==> src/rtl/vga_pkg.sv <==
// Shared types and default 640x480@60 timing for the VGA frame controller.
package vga_pkg;

    typedef enum logic [1:0] {
        MODE_WHITE = 2'd0,
        MODE_BARS  = 2'd1,
        MODE_CHECK = 2'd2,
        MODE_BLACK = 2'd3
    } mode_e;

    typedef logic [11:0] rgb12_t;

    localparam int DEF_H_VISIBLE = 640;
    localparam int DEF_H_FP      = 16;
    localparam int DEF_H_SYNC    = 96;
    localparam int DEF_H_BP      = 48;
    localparam int DEF_V_VISIBLE = 480;
    localparam int DEF_V_FP      = 10;
    localparam int DEF_V_SYNC    = 2;
    localparam int DEF_V_BP      = 33;

    localparam rgb12_t RGB_WHITE = 12'hFFF;
    localparam rgb12_t RGB_BLACK = 12'h000;

endpackage

==> src/rtl/vga_pattern_gen.sv <==
// Combinational test-pattern generator; blanks to black outside the visible area.
module vga_pattern_gen
    import vga_pkg::*;
#(
    parameter int H_VISIBLE = DEF_H_VISIBLE,
    parameter int HW        = 10
) (
    input  mode_e         mode,
    input  logic [HW-1:0] h,
    input  logic          v_sq,
    input  logic          de_i,
    output rgb12_t        rgb
);

    localparam int BAR_W = H_VISIBLE / 8;

    logic [2:0] bar_idx;

    always_comb begin
        bar_idx = 3'(h / HW'(BAR_W));
        rgb     = RGB_BLACK;
        if (de_i) begin
            case (mode)
                MODE_WHITE: rgb = RGB_WHITE;
                MODE_BARS:  rgb = {{4{bar_idx[2]}}, {4{bar_idx[1]}}, {4{bar_idx[0]}}};
                // 32-pixel squares: bit 5 of each coordinate selects the square parity
                MODE_CHECK: rgb = (h[5] ^ v_sq) ? RGB_WHITE : RGB_BLACK;
                default:    rgb = RGB_BLACK;
            endcase
        end
    end

endmodule

==> src/rtl/vga_frame_ctrl.sv <==
// VGA frame controller: pixel counters, sync/blank decode, registered outputs
// and a host mode request that is applied only at the frame boundary.
module vga_frame_ctrl
    import vga_pkg::*;
#(
    parameter int H_VISIBLE       = DEF_H_VISIBLE,
    parameter int H_FP            = DEF_H_FP,
    parameter int H_SYNC          = DEF_H_SYNC,
    parameter int H_BP            = DEF_H_BP,
    parameter int V_VISIBLE       = DEF_V_VISIBLE,
    parameter int V_FP            = DEF_V_FP,
    parameter int V_SYNC          = DEF_V_SYNC,
    parameter int V_BP            = DEF_V_BP,
    parameter bit SYNC_ACTIVE_LOW = 1'b1
) (
    input  logic        clk,
    input  logic        rst,
    input  logic        cfg_valid,
    input  logic [1:0]  cfg_mode,
    output logic        cfg_ready,
    output logic [11:0] rgb,
    output logic        hs,
    output logic        vs,
    output logic        de,
    output logic        frame_start,
    output logic [7:0]  frame_count
);

    localparam int H_TOTAL = H_VISIBLE + H_FP + H_SYNC + H_BP;
    localparam int V_TOTAL = V_VISIBLE + V_FP + V_SYNC + V_BP;
    localparam int HW      = $clog2(H_TOTAL);
    localparam int VW      = $clog2(V_TOTAL);

    logic [HW-1:0] h_q, h_d;
    logic [VW-1:0] v_q, v_d;
    mode_e         active_mode_q, active_mode_d;
    mode_e         pend_mode_q, pend_mode_d;
    logic          pending_q, pending_d;
    logic [7:0]    frame_count_q, frame_count_d;
    rgb12_t        rgb_q, rgb_d;
    logic          hs_q, hs_d;
    logic          vs_q, vs_d;
    logic          de_q, de_d;
    logic          frame_start_q, frame_start_d;

    logic   h_wrap, frame_wrap;
    logic   de_i, hs_i, vs_i;
    rgb12_t pat_rgb;

    always_comb begin
        h_wrap     = (32'(h_q) == H_TOTAL - 1);
        frame_wrap = h_wrap && (32'(v_q) == V_TOTAL - 1);

        de_i = (32'(h_q) < H_VISIBLE) && (32'(v_q) < V_VISIBLE);
        hs_i = (32'(h_q) >= H_VISIBLE + H_FP) && (32'(h_q) < H_VISIBLE + H_FP + H_SYNC);
        vs_i = (32'(v_q) >= V_VISIBLE + V_FP) && (32'(v_q) < V_VISIBLE + V_FP + V_SYNC);

        h_d = h_wrap ? '0 : h_q + 1'b1;
        v_d = v_q;
        if (h_wrap) begin
            v_d = frame_wrap ? '0 : v_q + 1'b1;
        end

        active_mode_d = active_mode_q;
        pend_mode_d   = pend_mode_q;
        pending_d     = pending_q;
        if (frame_wrap && pending_q) begin
            active_mode_d = pend_mode_q;
            pending_d     = 1'b0;
        end
        // Acceptance is gated by the pre-apply pending flag, so a request taken on
        // the wrap cycle itself waits for the following frame boundary.
        if (cfg_valid && !pending_q) begin
            pend_mode_d = mode_e'(cfg_mode);
            pending_d   = 1'b1;
        end

        frame_count_d = frame_count_q;
        if (frame_wrap) begin
            frame_count_d = frame_count_q + 8'd1;
        end

        rgb_d         = pat_rgb;
        hs_d          = hs_i ^ SYNC_ACTIVE_LOW;
        vs_d          = vs_i ^ SYNC_ACTIVE_LOW;
        de_d          = de_i;
        frame_start_d = (h_q == '0) && (v_q == '0);
    end

    vga_pattern_gen #(
        .H_VISIBLE (H_VISIBLE),
        .HW        (HW)
    ) u_pattern_gen (
        .mode (active_mode_q),
        .h    (h_q),
        .v_sq (v_q[5]),
        .de_i (de_i),
        .rgb  (pat_rgb)
    );

    always_ff @(posedge clk) begin
        if (rst) begin
            h_q           <= '0;
            v_q           <= '0;
            active_mode_q <= MODE_WHITE;
            pend_mode_q   <= MODE_WHITE;
            pending_q     <= 1'b0;
            frame_count_q <= 8'd0;
            rgb_q         <= RGB_BLACK;
            hs_q          <= SYNC_ACTIVE_LOW;
            vs_q          <= SYNC_ACTIVE_LOW;
            de_q          <= 1'b0;
            frame_start_q <= 1'b0;
        end else begin
            h_q           <= h_d;
            v_q           <= v_d;
            active_mode_q <= active_mode_d;
            pend_mode_q   <= pend_mode_d;
            pending_q     <= pending_d;
            frame_count_q <= frame_count_d;
            rgb_q         <= rgb_d;
            hs_q          <= hs_d;
            vs_q          <= vs_d;
            de_q          <= de_d;
            frame_start_q <= frame_start_d;
        end
    end

    assign cfg_ready   = !pending_q;
    assign rgb         = rgb_q;
    assign hs          = hs_q;
    assign vs          = vs_q;
    assign de          = de_q;
    assign frame_start = frame_start_q;
    assign frame_count = frame_count_q;

endmodule

==> config.mk <==
export PLATFORM = sky130hd
export DESIGN_NAME = vga_frame_ctrl
export DESIGN_NICKNAME = d
export VERILOG_FILES = /design/src/rtl/vga_pkg.sv /design/src/rtl/vga_pattern_gen.sv /design/src/rtl/vga_frame_ctrl.sv
export SDC_FILE = /design/constraint.sdc
export NUM_CORES = 1
export LEC_CHECK = 0
export ABC_AREA = 1
export ABC_CLOCK_PERIOD_IN_PS = 3400
export BUFFER_PORTS_ARGS = -buffer_cell sky130_fd_sc_hd__buf_2
export CORE_ASPECT_RATIO = 0.6
export CORE_UTILIZATION = 40
export DETAILED_ROUTE_END_ITERATION = 7
export MAX_ROUTING_LAYER = met4
export REMOVE_ABC_BUFFERS = 1
export SLEW_MARGIN = 40
export SYNTH_ARGS = -nofsm -noshare
export SYNTH_HDL_FRONTEND = slang
export SYNTH_SLANG_ARGS = --single-unit
==> constraint.sdc <==
create_clock -name clk -period 3.4 [get_ports clk]
set_input_delay 0 -clock clk [delete_from_list [all_inputs] [get_ports clk]]
set_output_delay 0 -clock clk [all_outputs]
set_load 0.1 [all_outputs]
==> results.json <==
{
  "whs_path_depth": 2,
  "drt_iter0_drc": 74,
  "worst-path-max-fanout": 6,
  "initial_core_util_pct": 41.7,
  "syn_inst": 274,
  "antenna_cells": 0,
  "required_ps": 3570,
  "dr.pass1.iters": 4,
  "cts_tree": "done",
  "power.switching_w": 0.000270,
  "pwr-share-seq_pct": 47.2,
  "clkPwrFrac_pct": 41.4,
  "avgRoutedWirePerCell_um": 11.4,
  "vdd_drop_max_mv": 0.207,
  "grt_max_degree": 13,
  "worstPathArrival_ps": 1960,
  "die_h_um": 58.4,
  "reg2reg_depth": 9,
  "syn2layout_area_growth_pct": 13.7,
  "hold_viol": 0,
  "endpoint_kind": "register",
  "avgSynthCellArea_um2": 7.74,
  "hold_end": "frame_count[0]$_SDFFE_PP0P_",
  "power_density_nw_per_um2": 425,
  "hold_class": "input pin to register",
  "status": "finished clean",
  "crit_path_start_kind": "register",
  "area.sequential_um2": 801,
  "wirelength_um": 4180,
  "cts.path.max_buffers": 2,
  "final_nets": 310,
  "synth_seq_cells": 40,
  "drive_gt1_share_pct": 25.2,
  "seq_area_frac_synth_pct": 37.8,
  "grt_overflow": 0,
  "numClockSinks": 40,
  "period_share_pct": 52.5,
  "routed_via_density": 4.75,
  "post-cts-setup-buffer-count": 0,
  "ctsHoldBuffers": 3,
  "io_pins": 30,
  "port_buffers": 29,
  "maxCapViolations": 0,
  "regToRegStartpoint": "h_q[0]$_SDFF_PP0_",
  "drc": 0,
  "grt_antenna_before_repair": 0,
  "r2r_end": "v_q[9]$_SDFFE_PP0P_",
  "yosys_warnings": 0,
  "fin_setup_tns_ps": 0,
  "grt_pass1_vias": 1476,
  "crit_type": "register to register",
  "cts-buffers-inserted": 5,
  "multi_input_area_um2": 1050,
  "setup_viol": 0,
  "p_comb_share_pct": 11.5,
  "p_int_w": 0.000756,
  "die_width_um": 96.0,
  "final.min_clock_period_ps": 1790,
  "tightest_slew_ps": 477,
  "synth_area_leaders": "dfxtp_1 38%, nand2_1 7.4%, inv_1 5.7%, nor2_1 4.4%, o21ai_0 3.5%",
  "gp_congestion": 0.867,
  "netlist.area_leader.share_pct": 37.8,
  "htreeDepth": 2,
  "startpoint": "h_q[0]$_SDFF_PP0_",
  "synth_area_leader_cell": "dfxtp_1",
  "clock_skew_ps": 9.88,
  "core_area_um2": 5080,
  "die_area_um2": 5610,
  "dp_hpwl_um": 3240,
  "reg2reg_slack_ps": 1610,
  "rsz0062_at_grt": "false",
  "cts_resized": 0,
  "fillCellCount": 505,
  "max_freq_ghz": 0.560,
  "rows": 20,
  "p_leak_nw": 1.14,
  "root_buffer": "clkbuf_8",
  "swShare_pct": 26.3,
  "synth_cell_type_count": 37,
  "clk-insertion-delay-late_ps": 290,
  "holdCritStartpoint": "rst",
  "num_vias": 1742,
  "clk_pin_slew_ps": 80,
  "ant_nets": 0,
  "power_w": 0.00103,
  "grt.total_usage_pct": 16.5,
  "max_slew_margin_pct": 67.9,
  "grt_pass1_wl_um": 6810,
  "mappedNetlistArea_um2": 2120,
  "final-max-slew-violation-count": 0
}
cells by family (layout without fill, tap and decap cells):
logic type / after synthesis / count (layout) / share of synthesized area (%)
XOR/XNOR: 6 / 6 / 2.48
AND/OR/NAND/NOR: 123 / 123 / 33.6
adder cells (fa/ha/maj): 5 / 5 / 2.95
flip-flops: 40 / 40 / 37.8
AO/OA/AOI/OAI: 40 / 40 / 10.4
buffers and inverters: 60 / 87 / 12.7
worst max-delay path by stage:
stage,cells past startpoint,to
floorplan,0,rgb[0]
global placement,9,frame_count[4]$_SDFFE_PP0P_
detailed placement,9,frame_count[4]$_SDFFE_PP0P_
CTS,9,frame_count[4]$_SDFFE_PP0P_
global route,10,frame_count[7]$_SDFFE_PP0P_
finish,9,v_q[9]$_SDFFE_PP0P_
layer usage:
layer  part of all wire, %  track usage (%)  vias up  wire length (um)
met1                    58             25.6      759              2450
met5                     0                -        -                 0
li1                      -                -      929                 -
met3                   5.9             4.91        2               247
met4                  0.38             3.20        0                16
met2                    35             20.3       52              1470
per-stage QoR:
step / hold slack, ps / util (%) / worst slack [ps] / instance area [um^2] / instances
2_1_floorplan: 69.5 / - / 558 / 2030 / 261
3_3_place_gp: 239 / 44.4 / 1670 / 2260 / 356
3_5_place_dp: 235 / 44.4 / 1620 / 2260 / 356
4_1_cts: 29.9 / 47.5 / 1610 / 2410 / 367
5_1_grt: 58.5 / 47.5 / 1440 / 2410 / 367
6_report: 37.9 / 47.5 / 1610 / 2410 / 367
area by class of cell:
type                    instances  area share (%)
multi-input cells             174            43.5
flip-flops and latches         40            33.2
inverters                      47            7.37
repair buffers                 32            7.26
clock buffers                   7            3.99
well taps                      66            3.42
clock inverters                 1            1.24
cell usage after synthesis:
master	instances
buf_4	9
nor3_2	1
o21ai_1	4
ha_1	5
nor3_4	3
o211ai_1	1
o21bai_1	1
nand4_4	3
buf_6	1
o21ai_0	15
nor3b_1	2
nand3_2	1
nand2_2	5
nor3b_2	2
clkinv_2	1
xnor2_1	1
nor2_4	4
nor4_1	5
a211oi_1	2
inv_2	13
a21oi_2	3
dfxtp_1	40
nand4_1	6
nand2_1	42
a21oi_1	14
nand3b_4	1
buf_2	2
nor2_2	1
inv_1	32
xor2_1	5
nor3_1	6
clkinv_1	1
clkbuf_1	1
and3_1	1
nand2_4	1
nand3_1	14
nor2_1	25
critical path, cell delays in order, from the launching register on:
cell,delay (ps)
dfxtp_1,370
ha_1,200
nand3_1,160
inv_2,160
nand4_4,160
nand3b_4,210
nor2_4,130
nand2_1,90
o21ai_1,150
a21oi_1,50
sequential cells by signal, summed over array words and instances (netlist names):
register       flops
pend_mode_q        2
rgb                3
active_mode_q      2
vs                 1
de                 1
h_q               10
frame_start        1
pending_q          1
frame_count        8
hs                 1
v_q               10
power by group through the flow:
| stage | logic, W | clock network (W) | registers, W |
|---|---|---|---|
| after CTS | 0.000118 | 0.000432 | 0.000484 |
| final | 0.000118 | 0.000424 | 0.000484 |
| after floorplan | 0.0000260 | 0 | 0.000564 |
| after global routing | 0.000126 | 0.000452 | 0.000486 |
| after global placement | 0.000115 | 0 | 0.000494 |
| after detailed placement | 0.000115 | 0 | 0.000495 |
cells in the final DEF, fill, tap and decap left out, types with 4 or more instances in the layout:
cell and count:
nand2_1 42, dfxtp_1 40, inv_1 32, buf_2 29, nor2_1 25, o21ai_0 15
nand3_1 14, a21oi_1 14, inv_2 13, clkbuf_8 7, nor3_1 6, nand4_1 6
nand2_2 5, xor2_1 5, nor4_1 5, ha_1 5, nor2_4 4, o21ai_1 4
Note: power is estimated with default switching activity, not from simulation.
